$ cat config.mk
export PLATFORM = sky130hd
export DESIGN_NAME = ex_muldiv_stage
export DESIGN_NICKNAME = d
export VERILOG_FILES = /design/src/rtl/ex_muldiv_stage.sv
export SDC_FILE = /design/constraint.sdc
export NUM_CORES = 1
export LEC_CHECK = 0
export ABC_AREA = 1
export BUFFER_PORTS_ARGS = -buffer_cell sky130_fd_sc_hd__buf_2
export CAP_MARGIN = 20
export CORE_MARGIN = 1
export CORE_UTILIZATION = 29
export DETAILED_ROUTE_END_ITERATION = 7
export PLACE_DENSITY = 0.53
export SLEW_MARGIN = 10
export SYNTH_ARGS = -nofsm -noshare
export SYNTH_HDL_FRONTEND = slang
export SYNTH_SLANG_ARGS = --single-unit
$ cat constraint.sdc
create_clock -name vclk -period 1.9
set_input_delay 0.19 -clock vclk [all_inputs]
set_output_delay 0.19 -clock vclk [all_outputs]
set_load 0.05 [all_outputs]
$ cat src/rtl/ex_muldiv_stage.sv
// EX stage: same-cycle logic/shift results for ID forwarding, plus an optional
// 32-step restoring divider for DIV/DIVU that is compiled in only when EX_DIV_EN is defined.
module ex_muldiv_stage (
  input  logic        clk,
  input  logic        rst,
  input  logic        flush_i,
  input  logic [2:0]  alusel_i,
  input  logic [7:0]  aluop_i,
  input  logic [31:0] reg1_data_i,
  input  logic [31:0] reg2_data_i,
  input  logic [4:0]  waddr_i,
  input  logic        wreg_i,
  output logic        wreg_o,
  output logic [4:0]  waddr_o,
  output logic [31:0] wdata_o,
  output logic        whilo_o,
  output logic [31:0] hi_o,
  output logic [31:0] lo_o,
  output logic        stallreq_o
);

  localparam int unsigned DW = 32;

  localparam logic [2:0] ALU_RES_NOP   = 3'b000;
  localparam logic [2:0] ALU_RES_LOGIC = 3'b001;
  localparam logic [2:0] ALU_RES_SHIFT = 3'b010;
  localparam logic [2:0] ALU_RES_ARITH = 3'b100;

  localparam logic [7:0] OP_AND = 8'b0010_0100;
  localparam logic [7:0] OP_OR  = 8'b0010_0101;
  localparam logic [7:0] OP_XOR = 8'b0010_0110;
  localparam logic [7:0] OP_NOR = 8'b0010_0111;
  localparam logic [7:0] OP_SLL = 8'b0111_1100;
  localparam logic [7:0] OP_SRL = 8'b0000_0010;
  localparam logic [7:0] OP_SRA = 8'b0000_0011;

  logic [DW-1:0] result_c;
  logic [4:0]    shamt_c;

  // Single-cycle logic/shift datapath feeding the forwarding path
  always_comb begin
    result_c = '0;
    shamt_c  = reg2_data_i[4:0];
    case (alusel_i)
      ALU_RES_LOGIC: begin
        case (aluop_i)
          OP_AND:  result_c = reg1_data_i & reg2_data_i;
          OP_OR:   result_c = reg1_data_i | reg2_data_i;
          OP_XOR:  result_c = reg1_data_i ^ reg2_data_i;
          OP_NOR:  result_c = ~(reg1_data_i | reg2_data_i);
          default: result_c = '0;
        endcase
      end
      ALU_RES_SHIFT: begin
        case (aluop_i)
          OP_SLL:  result_c = reg1_data_i << shamt_c;
          OP_SRL:  result_c = reg1_data_i >> shamt_c;
          OP_SRA:  result_c = DW'($signed(reg1_data_i) >>> shamt_c);
          default: result_c = '0;
        endcase
      end
      ALU_RES_NOP, ALU_RES_ARITH: result_c = '0;
      default:                    result_c = '0;
    endcase
  end

  assign wreg_o  = rst & wreg_i;
  assign waddr_o = rst ? waddr_i : '0;
  assign wdata_o = rst ? result_c : '0;

`ifdef EX_DIV_EN
  localparam int unsigned DIV_CYCLES = 32;
  localparam int unsigned CNT_W      = $clog2(DIV_CYCLES);

  localparam logic [7:0] OP_DIV  = 8'b0001_1010;
  localparam logic [7:0] OP_DIVU = 8'b0001_1011;

  typedef enum logic [1:0] {
    ST_IDLE,
    ST_ZERO,
    ST_ON,
    ST_END
  } div_state_e;

  div_state_e       state_q;
  logic [2*DW-1:0]  sh_q;
  logic [DW-1:0]    dvs_q;
  logic [CNT_W-1:0] cnt_q;
  logic             neg_quot_q;
  logic             neg_rem_q;
  logic             whilo_q;
  logic [DW-1:0]    hi_q;
  logic [DW-1:0]    lo_q;

  logic             div_op_c;
  logic             is_signed_c;
  logic [DW-1:0]    dvd_abs_c;
  logic [DW-1:0]    dvs_abs_c;
  logic [2*DW:0]    shift_c;
  logic [DW:0]      trial_c;
  logic [2*DW-1:0]  step_c;
  logic [DW-1:0]    quot_c;
  logic [DW-1:0]    rem_c;

  // Operand conditioning and one restoring step on the 65-bit {rem, quot} shifter
  always_comb begin
    div_op_c    = (aluop_i == OP_DIV) || (aluop_i == OP_DIVU);
    is_signed_c = (aluop_i == OP_DIV);
    dvd_abs_c   = (is_signed_c && reg1_data_i[DW-1]) ? DW'(-reg1_data_i) : reg1_data_i;
    dvs_abs_c   = (is_signed_c && reg2_data_i[DW-1]) ? DW'(-reg2_data_i) : reg2_data_i;
    shift_c     = {sh_q, 1'b0};
    trial_c     = shift_c[2*DW:DW] - {1'b0, dvs_q};
    if (trial_c[DW]) begin
      step_c = shift_c[2*DW-1:0];
    end else begin
      step_c = {trial_c[DW-1:0], shift_c[DW-1:1], 1'b1};
    end
    quot_c = neg_quot_q ? DW'(-step_c[DW-1:0])    : step_c[DW-1:0];
    rem_c  = neg_rem_q  ? DW'(-step_c[2*DW-1:DW]) : step_c[2*DW-1:DW];
  end

  always_ff @(posedge clk or negedge rst) begin
    if (!rst) begin
      state_q    <= ST_IDLE;
      sh_q       <= '0;
      dvs_q      <= '0;
      cnt_q      <= '0;
      neg_quot_q <= 1'b0;
      neg_rem_q  <= 1'b0;
      whilo_q    <= 1'b0;
      hi_q       <= '0;
      lo_q       <= '0;
    end else begin
      whilo_q <= 1'b0;
      hi_q    <= '0;
      lo_q    <= '0;
      case (state_q)
        ST_IDLE: begin
          if (div_op_c && !flush_i) begin
            if (reg2_data_i == '0) begin
              state_q <= ST_ZERO;
            end else begin
              state_q    <= ST_ON;
              sh_q       <= {{DW{1'b0}}, dvd_abs_c};
              dvs_q      <= dvs_abs_c;
              neg_quot_q <= is_signed_c && (reg1_data_i[DW-1] ^ reg2_data_i[DW-1]);
              neg_rem_q  <= is_signed_c && reg1_data_i[DW-1];
              cnt_q      <= '0;
            end
          end
        end
        ST_ZERO: begin
          if (flush_i) begin
            state_q <= ST_IDLE;
          end else begin
            state_q <= ST_END;
            whilo_q <= 1'b1;
          end
        end
        ST_ON: begin
          if (flush_i) begin
            state_q <= ST_IDLE;
          end else begin
            sh_q  <= step_c;
            cnt_q <= cnt_q + CNT_W'(1);
            // Final step: load fixed-up results so they are visible throughout END
            if (cnt_q == CNT_W'(DIV_CYCLES - 1)) begin
              state_q <= ST_END;
              whilo_q <= 1'b1;
              hi_q    <= rem_c;
              lo_q    <= quot_c;
            end
          end
        end
        ST_END:  state_q <= ST_IDLE;
        default: state_q <= ST_IDLE;
      endcase
    end
  end

  assign stallreq_o = rst && !flush_i &&
                      (((state_q == ST_IDLE) && div_op_c) ||
                       (state_q == ST_ZERO) || (state_q == ST_ON));
  assign whilo_o = whilo_q;
  assign hi_o    = hi_q;
  assign lo_o    = lo_q;
`else
  logic unused_c;
  assign unused_c   = ^{flush_i, clk};
  assign stallreq_o = 1'b0;
  assign whilo_o    = 1'b0;
  assign hi_o       = '0;
  assign lo_o       = '0;
`endif

endmodule

* After elaboration in Yosys (flattened, before gate mapping)
Index checks and enable logic that the tools add are counted.
** Word-level totals
- Register bits :: 0
** Operators by class
- Equal/unequal tests :: 9
- Shifts and indexed selects :: 3
- Mux-type cells :: 5
- Bitwise gates (word level) :: 5
** Operators by type and width (count)
- case mux 32 bit (4 select lines) :: 1
- case mux 32 bit (3 select lines) :: 1
- case mux 32 bit (2 select lines) :: 1
- bitwise AND 32 bit :: 1
- == test 8 x 6 -> 1 bit, second input constant :: 4
- 2-to-1 mux 32 bit :: 1
- inverter 32 bit :: 1
- OR 32 bit :: 1
- << shifter 32 x 5 -> 32 bit :: 1
- >> shifter 32 x 5 -> 32 bit :: 1
- >>> shifter 32 x 5 -> 32 bit :: 1
- XOR 32 bit :: 1
- == test 8 x 2 -> 1 bit, second input constant :: 2
- == test 8 x 7 -> 1 bit, second input constant :: 1
- 2-to-1 mux 5 bit :: 1
- == test 3 x 1 -> 1 bit, second input constant :: 1
- == test 3 x 2 -> 1 bit, second input constant :: 1
- bitwise AND 1 bit :: 1

* Longest topological paths before layout
- Depth after elaboration :: 5
- Gate-level depth with buffers :: 15
- Mapped depth without buffers :: 13

* Worst setup path after synthesis
OpenSTA, ideal clock, no wires.
- Path type :: input -> output
- Start :: input port aluop_i[0]
- End :: output port wdata_o[28]
- Arrival :: 1.994 ns
- Required time :: 1.710 ns
- Slack :: -0.284 ns
- Cell stages on the path :: 11
- Path through :: buf_6 > inv_8 > nand2_4 > nor2_4 > nand2_4 > nor2_8 > buf_6 > inv_2 > o211ai_1 > nand3_1 > a21oi_1
** Between the ends
- Cells in the longest elaborated chain, start to end :: 4
- Elaborated cells between the ends (all ways) :: 11
- Those cells by class :: 7 x eq/ne; 4 x mux
** Ends and longest elaborated chain
- from (decl) :: line 8 : input logic [7:0] aluop_i,
- == test 8 x 6 -> 1 bit (tied with other cells) :: line 46 : case (aluop_i)
- case mux 32 bit (4 select lines) or case mux 32 bit (3 select lines) (tied branches) :: line 46, 55
- case mux 32 bit (2 select lines) * :: line 44 : case (alusel_i)
- 2-to-1 mux 32 bit * :: line 69 : assign wdata_o = rst ? result_c : '0;
- to (decl) :: line 15 : output logic [31:0] wdata_o,
Every way passes the cells marked *; elsewhere a longest branch is shown, timed or not.

* Worst setup path in the final report
- Start :: input port aluop_i[3]
- End :: output port wdata_o[7]
Same word-level chain as after synthesis.

==> flow_metrics.env <==
export IMPL_post_route_util=0.514
export IMPL_rsz0062_at_grt="yes"
export IMPL_critPathMaxFanout=6
export IMPL_dpl_cell_count=1790
export IMPL_routabilityCongestion=1.06
export IMPL_yosysTopAreaCell="nand2_1"
export IMPL_slew_violations=0
export IMPL_hp_class="in2out"
export IMPL_syn_area_per_cell_sq_um=5.18
export IMPL_crit_top_cell="buf_6"
export IMPL_p_leak_nw=5.73
export IMPL_slowest_delay_ns=0.20
export IMPL_max_clock_freq_mhz=480
export IMPL_grt_pass1_vias=9205
export IMPL_fin_nets=1723
export IMPL_areaGrowthSynthToFinish_pct=73.4
export IMPL_final_layout_size_suffix_gt1_frac=0.461
export IMPL_via_count=9973
export IMPL_violations="design-rule violations, negative setup slack"
export IMPL_seq_area_frac_synth=0
export IMPL_synth_commonest_cells="nand2_1, nand3_1, inv_1"
export IMPL_synth_top_cell_area_share=0.232
export IMPL_overflow=0
export IMPL_start_kind="input port"
export IMPL_via_per_inst=5.39
export IMPL_period_share=1.10
export IMPL_grt_max_degree=33
export IMPL_crit_chain="buf_6 -> inv_4 -> nand2_4 -> nor2_4 -> nand2_8 -> nor2_8 -> nand3_4 -> buf_4 -> and3_4 -> nand2_2 -> nand3_2 -> a21oi_2 -> buf_6"
export IMPL_track_usage=0.317
export IMPL_irDropWorstVdd_mv=0.124
export IMPL_fp_row_count=54
export IMPL_outcome="finished, violations left"
export IMPL_first_iter_violations=1026
export IMPL_post_route_drc_count=14
export IMPL_final_cells=1851
export IMPL_io_pins=188
export IMPL_syn_cell_area_sq_um=6520
export IMPL_antenna_found_initial=0
export IMPL_wl_per_cell_microns=21.2
export IMPL_hpwl_microns=29500
export IMPL_synth_most_common_cell="nand2_1"
export IMPL_post_route_min_period_ns=2.09
export IMPL_clkbuf_count=0
export IMPL_worstPathRequired_ns=1.71
export IMPL_diodes=0
export IMPL_design_seq_count=0
export IMPL_wl_microns=39300
export IMPL_cap_violations=0
export IMPL_syn_inst=1259
export IMPL_whs_ns=0.752
export IMPL_portBuffers=120
export IMPL_tns_ns=-3.72
export IMPL_core_area_sq_um=22000
export IMPL_ys_types=37
export IMPL_die_area_sq_um=23100
export IMPL_die_w_microns=152
export IMPL_timing_final_ws_setup_ns=-0.185
export IMPL_report_final_hold_viol_count=0
export IMPL_ant_nets=0
export IMPL_critical_path_class="in2out"
export IMPL_synthTopCellsByArea="nand2_1, nand3_1, ha_1"
export IMPL_grt_pass1_wl_microns=55900
export IMPL_start_util=0.297
export IMPL_total_power_mw=2.27
export IMPL_setup_viol=32
export IMPL_cp_slowest_cell="nor2_8"
export IMPL_drt_first_pass_iters=7
export IMPL_cp_data_arrival_time_ns=1.90
export IMPL_seq_area_sq_um=0
export IMPL_worst_setup_path_end_kind="output port"
export IMPL_p_per_area_nw_per_um2=201
export IMPL_die_h_microns=152
export IMPL_yosys_warnings=0
through the flow:
stage / cell area, sq um / worst slack, ns
2_1_floorplan: 6970 / -0.0319
3_3_place_gp: 8780 / -0.420
3_5_place_dp: 8780 / -0.418
4_1_cts: 10400 / -0.182
5_1_grt: 11300 / -0.247
6_report: 11300 / -0.185
placed cells by master (no fill, tap or decap), types with 3 or more instances in the layout:
cell type	n
nor3_2	3
a21oi_1	17
conb_1	66
nand3_2	85
a21oi_2	23
o21a_1	3
buf_4	185
nand2_1	289
nand2_4	24
ha_1	64
o21ai_1	36
a31oi_1	3
nand4_1	15
o21ai_2	24
buf_6	79
inv_2	5
nor2_2	12
nor2_4	15
buf_16	7
buf_12	25
clkbuf_16	4
o21ai_0	55
buf_8	5
inv_4	9
buf_2	78
nand2_2	96
nand3_1	153
nor2_8	3
nand3_4	6
and2_1	9
nor2_1	27
a21oi_4	19
inv_1	101
o211ai_1	6
cell type report:
cell class         instances  area (sq um)
well taps                280           350
repair buffers           384          3570
multi-input cells       1067          6860
inverters                120           520
fillers                 2255         10700
path summary, 6_finish.rpt:
path	endpoint	depth (start not counted)	from	slack, ns
min	waddr_o[3]	4	waddr_i[3]	0.75
max	wdata_o[7]	13	aluop_i[3]	-0.19
routing by layer:
layer	share of wire	vias up	global-route usage
met3	0.082	138	0.0334
li1	-	4640	-
met1	0.41	4605	0.415
met4	0.068	0	0.150
met2	0.44	590	0.521
met5	0	-	0
what timing repair did:
| action | CTS | global route |
|---|---|---|
| endpoints found under the setup margin | 32 | 32 |
| cloned | 8 | 5 |
| hold endpoints to repair | 0 | 0 |
| pin swaps | 76 | 90 |
| setup buffers | 31 | 17 |
| gates resized for setup | 345 | 183 |
| hold buffers | 0 | 0 |
where the power goes:
part           internal [mW]  switching [mW]
Sequential                 0               0
Clock                      0               0
Combinational          0.786            1.48
Total                  0.786            1.48
critical path: cells and delay by family:
kind	cells	cell delay (ns)
buffers and inverters	4	0.53
and+or+nand+nor	8	0.97
AOI/OAI and AO/OA	1	0.19
cells by family after synthesis:
group | after synthesis | synth area share
buffers and inverters | 257 | 0.208
AND/OR/NAND/NOR | 744 | 0.511
other | 1 | 0.000575
AO/OA/AOI/OAI | 191 | 0.154
adder cells (fa/ha/maj) | 66 | 0.127
(Power assumes the default switching activity.)
